<file path="src/rtl/pmod_als_spi_responder.sv">
// SPI responder emulating the PMOD ALS (ADC081S021-style 16-bit read frame).
// Oversamples CS/SCLK in the system clock domain and shifts an 8-bit sample out MSB first.
module pmod_als_spi_responder #(
  parameter int DATA_W      = 8,
  parameter int LEAD_ZEROS  = 3,
  parameter int FRAME_BITS  = 16,
  parameter int SYNC_STAGES = 2
) (
  input  logic              clk_100m_i,
  input  logic              rst,
  input  logic              cs_i,
  input  logic              sclk_i,
  input  logic [DATA_W-1:0] sample_i,
  output logic              miso_o,
  output logic              miso_oe_o,
  output logic              frame_done_o,
  output logic              frame_err_o,
  output logic              busy_o
);

  localparam int CNT_W = $clog2(FRAME_BITS + 1);
  localparam logic [CNT_W-1:0] FULL = CNT_W'(FRAME_BITS);

  typedef enum logic {IDLE, SHIFT} state_e;

  logic [SYNC_STAGES-1:0] cs_sync_q, sclk_sync_q, settle_q;
  logic                   cs_prev_q, sclk_prev_q, arm_q;
  logic                   cs_s, sclk_s;
  logic                   cs_fall, cs_rise, sclk_rise, sclk_fall;

  state_e                 state_q;
  logic [FRAME_BITS-1:0]  shift_q, word_d;
  logic [CNT_W-1:0]       cnt_q, cnt_d;
  logic                   miso_q, oe_q, done_q, err_q, busy_q;

  // NOTE: every clocked register uses non-blocking assignment so all flops
  // sample pre-edge values, independent of statement order.
  always_ff @(posedge clk_100m_i or negedge rst) begin
    if (!rst) begin
      cs_sync_q   <= '1;
      sclk_sync_q <= '0;
      settle_q    <= '0;
      cs_prev_q   <= 1'b1;
      sclk_prev_q <= 1'b0;
      arm_q       <= 1'b0;
    end else begin
      cs_sync_q   <= {cs_sync_q[SYNC_STAGES-2:0], cs_i};
      sclk_sync_q <= {sclk_sync_q[SYNC_STAGES-2:0], sclk_i};
      settle_q    <= {settle_q[SYNC_STAGES-2:0], 1'b1};
      cs_prev_q   <= cs_s;
      sclk_prev_q <= sclk_s;
      // Only arm once CS has been seen high after the synchronizer refilled,
      // so a CS held low through reset cannot fake a falling edge.
      if (settle_q[SYNC_STAGES-1] && cs_s) arm_q <= 1'b1;
    end
  end

  assign cs_s      = cs_sync_q[SYNC_STAGES-1];
  assign sclk_s    = sclk_sync_q[SYNC_STAGES-1];
  assign cs_fall   = cs_prev_q & ~cs_s & arm_q;
  assign cs_rise   = ~cs_prev_q & cs_s;
  assign sclk_rise = ~sclk_prev_q & sclk_s;
  assign sclk_fall = sclk_prev_q & ~sclk_s;

  // NOTE: combinational blocks assign a default first so no latch is inferred.
  always_comb begin
    word_d = '0;
    word_d[FRAME_BITS-1-LEAD_ZEROS -: DATA_W] = sample_i;
  end

  // Counter update is computed ahead of the CS-release check, so a final
  // rise coinciding with CS release still completes the frame.
  assign cnt_d = (sclk_rise && (cnt_q != FULL)) ? cnt_q + CNT_W'(1) : cnt_q;

  always_ff @(posedge clk_100m_i or negedge rst) begin
    if (!rst) begin
      state_q <= IDLE;
      shift_q <= '0;
      cnt_q   <= '0;
      miso_q  <= 1'b0;
      oe_q    <= 1'b0;
      done_q  <= 1'b0;
      err_q   <= 1'b0;
      busy_q  <= 1'b0;
    end else begin
      done_q <= 1'b0;
      err_q  <= 1'b0;
      case (state_q)
        IDLE: begin
          if (cs_fall) begin
            state_q <= SHIFT;
            shift_q <= word_d;
            miso_q  <= word_d[FRAME_BITS-1];
            oe_q    <= 1'b1;
            busy_q  <= 1'b1;
            cnt_q   <= '0;
          end
        end
        SHIFT: begin
          cnt_q <= cnt_d;
          if (cs_rise) begin
            state_q <= IDLE;
            miso_q  <= 1'b0;
            oe_q    <= 1'b0;
            busy_q  <= 1'b0;
            if (cnt_d == FULL) done_q <= 1'b1;
            else               err_q  <= 1'b1;
          end else if (sclk_fall && (cnt_q != '0)) begin
            shift_q <= {shift_q[FRAME_BITS-2:0], 1'b0};
            miso_q  <= (cnt_q == FULL) ? 1'b0 : shift_q[FRAME_BITS-2];
          end
        end
        default: state_q <= IDLE;
      endcase
    end
  end

  assign miso_o       = miso_q;
  assign miso_oe_o    = oe_q;
  assign frame_done_o = done_q;
  assign frame_err_o  = err_q;
  assign busy_o       = busy_q;

endmodule

</file>
<file path="config.mk">
export PLATFORM = sky130hd
export DESIGN_NAME = pmod_als_spi_responder
export DESIGN_NICKNAME = d
export VERILOG_FILES = /design/src/rtl/pmod_als_spi_responder.sv
export SDC_FILE = /design/constraint.sdc
export NUM_CORES = 1
export LEC_CHECK = 0
export ABC_AREA = 1
export CORE_MARGIN = 2
export CORE_UTILIZATION = 45
export CTS_BUF_LIST = sky130_fd_sc_hd__clkbuf_2
export DETAILED_ROUTE_END_ITERATION = 8
export GPL_ROUTABILITY_DRIVEN = 0
export PLACE_DENSITY = 0.78
export SLEW_MARGIN = 15
export SYNTH_ARGS = -nofsm -noshare
export SYNTH_HDL_FRONTEND = slang
export SYNTH_SLANG_ARGS = --single-unit
</file>
<file path="constraint.sdc">
create_clock -name clk_100m_i -period 2.15 [get_ports clk_100m_i]
set_clock_uncertainty 0.2 [all_clocks]
set_input_delay 0.215 -clock clk_100m_i [delete_from_list [all_inputs] [get_ports clk_100m_i]]
set_output_delay 0.215 -clock clk_100m_i [all_outputs]
set_load 0.005 [all_outputs]
</file>
# Word-level counts from Yosys, hierarchy flattened
# Cells that the tools add are included.
# totals
n_memories	0
ramBits	0
input_bits	12
mem_bits_ro	0
latchBits	0
out_inout_bits	5
regBits	34
wordCells	63
# classes
order_cmp	0
n_eq_ne	8
shift	0
div	0
n_addsub	1
reduce_logical	7
n_bitwise	10
muxes	24
mul	0
# op_table
operator	count
2-to-1 mux 15 bit	3
one-hot mux 15 bit (2 select lines)	1
2-to-1 mux 1 bit	14
equality test 5 bit (second input constant)	2
2-to-1 mux 5 bit	2
one-hot mux 5 bit (2 select lines)	1
inequality test 2 bit (second input constant)	3
one-hot mux 1 bit (2 select lines)	3
adder 5 x 1 -> 5 bit (second input constant)	1
AND 1 bit	5
inequality test 5 bit (second input constant)	1
inverter 1 bit	5
nonzero test 5 bit	1
AND reduction 2 bit	2
logical AND 1 bit	3
inequality test 3 x 2 -> 1 bit (second input constant)	1
AND reduction 3 bit	1
inequality test 2 x 1 -> 1 bit (second input constant)	1

# Longest topological paths before layout
# depth
depth_word	8
ltp_mapped	9

# Worst setup path after synthesis
# OpenSTA, ideal clock, no wires.
# synth_path
path_type	flip-flop to flip-flop
from	register cnt_q[0]
to	register shift_q[12]
stages_incl_launch_ff	9
required_ps	1826
path_slack_ps	529
arrival_ps	1297
cell_sequence	dfrtp_1 -> inv_1 -> ha_1 -> nand3_2 -> nand4_4 -> nand2_4 -> buf_8 -> nor2_2 -> a21oi_2
# synth_via
elab_chain_len	4
# synth_rtl
element	line_no	source
start: declaration	33	logic [CNT_W-1:0] cnt_q, cnt_d;
start signal: assignment	100	cnt_q <= cnt_d;
nonzero test 5 bit	108	end else if (sclk_fall && (cnt_q != '0)) begin
logical AND 1 bit	108	
inequality test 2 x 1 -> 1 bit (no source line)	-	
AND reduction 3 bit (no source line)	-	
end signal: assignment	92	shift_q <= word_d;
end signal: assignment	109	shift_q <= {shift_q[FRAME_BITS-2:0], 1'b0};
end: declaration	32	logic [FRAME_BITS-1:0] shift_q, word_d;
# Every way passes these cells.
# A chain may end at the register's enable or synchronous reset.

# Worst setup path in the final report
# layout_path
from	register cnt_q[0]
to	register err_q, in the netlist frame_err_o
# layout_via
elab_chain_len	7
# layout_rtl
element	line_no	source
parallel branches: the longest is 2 deep, another holds adder 5 x 1 -> 5 bit	-	
2-to-1 mux 5 bit (*)	73	assign cnt_d = (sclk_rise && (cnt_q != FULL)) ? cnt_q + CNT_W'(1) : cnt_q;
equality test 5 bit (*)	106	if (cnt_d == FULL) done_q <= 1'b1;
2-to-1 mux 1 bit (*)	106	
2-to-1 mux 1 bit (*)	101	if (cs_rise) begin
2-to-1 mux 1 bit (*)	88	case (state_q)
end signal: assignment	83	err_q <= 1'b0;
end signal: assignment	87	err_q <= 1'b0;
end signal: assignment	107	else err_q <= 1'b1;
end: declaration	34	logic miso_q, oe_q, done_q, err_q, busy_q;
# Mark *: on every way between the ends.

==> impl_metrics.json <==
{
  "ys_types": 27,
  "start_util_pct": 46.8,
  "seq_area_frac_synth_pct": 51.5,
  "irDropWorstVdd_mv": 0.285,
  "setup-violations-final": 0,
  "ys_seq_elements": 29,
  "cp-start-kind": "register",
  "final_common_cell": "nand2_1",
  "crit_start": "cnt_q[0]$_DFFE_PN0P_",
  "grt_use_total_pct": 16.7,
  "multiInputGateArea_um2": 597,
  "cts_htree_levels": 2,
  "io_pins": 17,
  "slowest_delay_ps": 450,
  "synth_ff_type": "dfrtp_1",
  "grt-ovfl-total": 0,
  "numCtsBuffers": 5,
  "max_cap_viol_count": 0,
  "clock_path_buffers": 2,
  "crit_top_cell": "nand2_1",
  "finalNonFillerCells": 220,
  "seq_area_um2": 729,
  "hold_viol_final": 0,
  "area_delta_synth_final_pct": 16.0,
  "via_per_inst": 4.91,
  "coreArea_um2": 3030,
  "fillers": 285,
  "period_minus_slack_ps": 1800,
  "rsz0062_at_grt": "false",
  "synth_edf_count": 0,
  "vias": 1080,
  "crit_slowest_cell": "dfrtp_1",
  "firstDrtPassIters": 4,
  "slew_viol_final": 0,
  "postCtsSetupBuffers": 0,
  "die-area_um2": 3620,
  "powerDensity_nw_per_um2": 906,
  "arrival_ps": 1870,
  "cts-resized-gates": 0,
  "std_cell_rows": 20,
  "die_x_um": 60.1,
  "dieHeight_um": 60.1,
  "initialDrtViolationCount": 35,
  "cp.required_ps": 2220,
  "critPathKind": "register to register",
  "drive_above_1_share_pct": 22.2,
  "clk_latency_ps": 360,
  "period_share_pct": 83.9,
  "worstHoldPathType": "primary input to async pin",
  "dp_cells": 212,
  "async_flop_share_pct": 100,
  "clk_pin_slew_ps": 140,
  "wirelength_um": 2490,
  "path_cells": "inv_1, ha_1, nand3_4, nand2_1, nand2_1, nand2_1, nand3_1, nor2_1, nor2_1",
  "cts_tree": "done",
  "worstReg2RegStart": "cnt_q[0]$_DFFE_PN0P_",
  "status": "finished clean",
  "fmax_mhz": 555,
  "critPathTopFamily": "simple AND/OR/NAND/NOR gates",
  "critPathMaxFanout": 10,
  "finalNetCount": 189,
  "end_kind": "register",
  "holdBufCountCts": 0,
  "grt_max_degree": 30,
  "grt_first_pass_wirelength_um": 4440,
  "antenna_cells": 0,
  "syn_inst": 155,
  "drc_errors": 0,
  "grt_antenna_before_repair": 0,
  "yosysWarnings": 0,
  "layout_common_cells": "33 x nand2_1, 26 x dfrtp_1, 16 x clkdlybuf4s50_1, 15 x nand3_1, 14 x nor2_1",
  "setup_tns_ps": 0,
  "worst-path-buf-inv": 1,
  "grt_pass1_vias": 1089,
  "antenna_left": 0,
  "cts.sinks": 29,
  "synth_area_um2": 1420,
  "avgSynthCellArea_um2": 9.15,
  "place_hpwl_um": 1840,
  "syn_nets": 169,
  "post_drt_wl_per_cell_um": 11.3,
  "port_buffers": 16,
  "cts-root-buf": "clkbuf_2",
  "p_leak_nw": 0.743
}
==> cell usage after synthesis, drive strengths merged (2+ instances only) <==
master  count  share of area, %
nand2      34               9.5
dfrtp      26                46
nand3      18               7.9
nor2       18               6.2
inv        15               4.0
o21ai      10               3.5
a21oi       9               5.0
or2         7               3.1
buf         4               2.5
o22ai       4               1.8
dfstp       3               5.6
ha          2               1.8
nand4       2               1.9
==> final cells by class <==
type,count,share of cell area (%)
Clock buffer,7,2.13
Clock inverter,1,0.228
Inverter,15,3.42
Multi-Input combinational cell,107,36.3
Sequential cell,29,44.4
Tap cell,44,3.35
Timing Repair Buffer,17,10.2
==> layer usage <==
metal / routed length, µm / vias to the layer above / track usage [%]
met1: 1130 / 516 / 19.2
li1: - / 537 / -
met2: 1200 / 20 / 27.6
met3: 89 / 7 / 3.90
met4: 63 / 0 / 10.5
met5: 0 / - / 0
==> path summary, 6_finish.rpt <==
kind / end / slack, ps / cells after the start
setup / recovery: frame_err_o$_DFF_PN0_ / 350 / 9
hold / removal: arm_q$_DFFE_PN0P_ / 4 / 2
setup reg to reg: frame_err_o$_DFF_PN0_ / 350 / 9
hold reg to reg: sclk_sync_q[1]$_DFF_PN0_ / 160 / 0
max in group asynchronous: cs_sync_q[1]$_DFF_PN1_ / 1430 / 2
min in group clk_100m_i: cs_sync_q[0]$_DFF_PN1_ / 50 / 1
==> cells by family after synthesis <==
kind of cell / share of synthesized area, %
other: 0.265
AOI/OAI and AO/OA: 10.9
and+or+nand+nor: 29.2
adders and majority gates: 1.76
DFF: 51.5
buffers and inverters: 6.44
==> sequential cells by signal, summed over array words and instances, names as in the netlist <==
signal and cells:
shift_q 10, cnt_q 5, cs_sync_q 2, sclk_sync_q 2
settle_q 2, arm_q 1, busy_o 1, cs_prev_q 1
frame_done_o 1, frame_err_o 1, miso_o 1, sclk_prev_q 1
state_q 1
==> through the flow <==
step	instance area (µm²)	utilization, %	setup WS, ps	total power, mW	hold slack, ps
global route	1640	54.3	208	1.61	23.8
finish	1640	54.3	347	1.49	3.68
floorplan	1420	-	529	1.12	-281
CTS	1640	54.3	362	1.51	2.57
global placement	1610	53.0	464	1.22	134
detailed placement	1610	53.0	368	1.24	135
==> worst reg2reg max path: stages, from the launching register on <==
cell,delay [ps]
dfrtp_1,450
inv_1,140
ha_1,250
nand3_4,150
nand2_1,160
nand2_1,80
nand2_1,80
nand3_1,80
nor2_1,100
nor2_1,40
==> report_power, final <==
group          total [mW]  switching (mW)  leakage (nW)  internal, mW
sequential          0.756          0.0903         0.345         0.666
combinational       0.471           0.257         0.367         0.214
clock               0.263           0.176        0.0306        0.0870
total                1.49           0.523         0.743         0.967
Note: power is estimated with default switching activity, not from simulation.
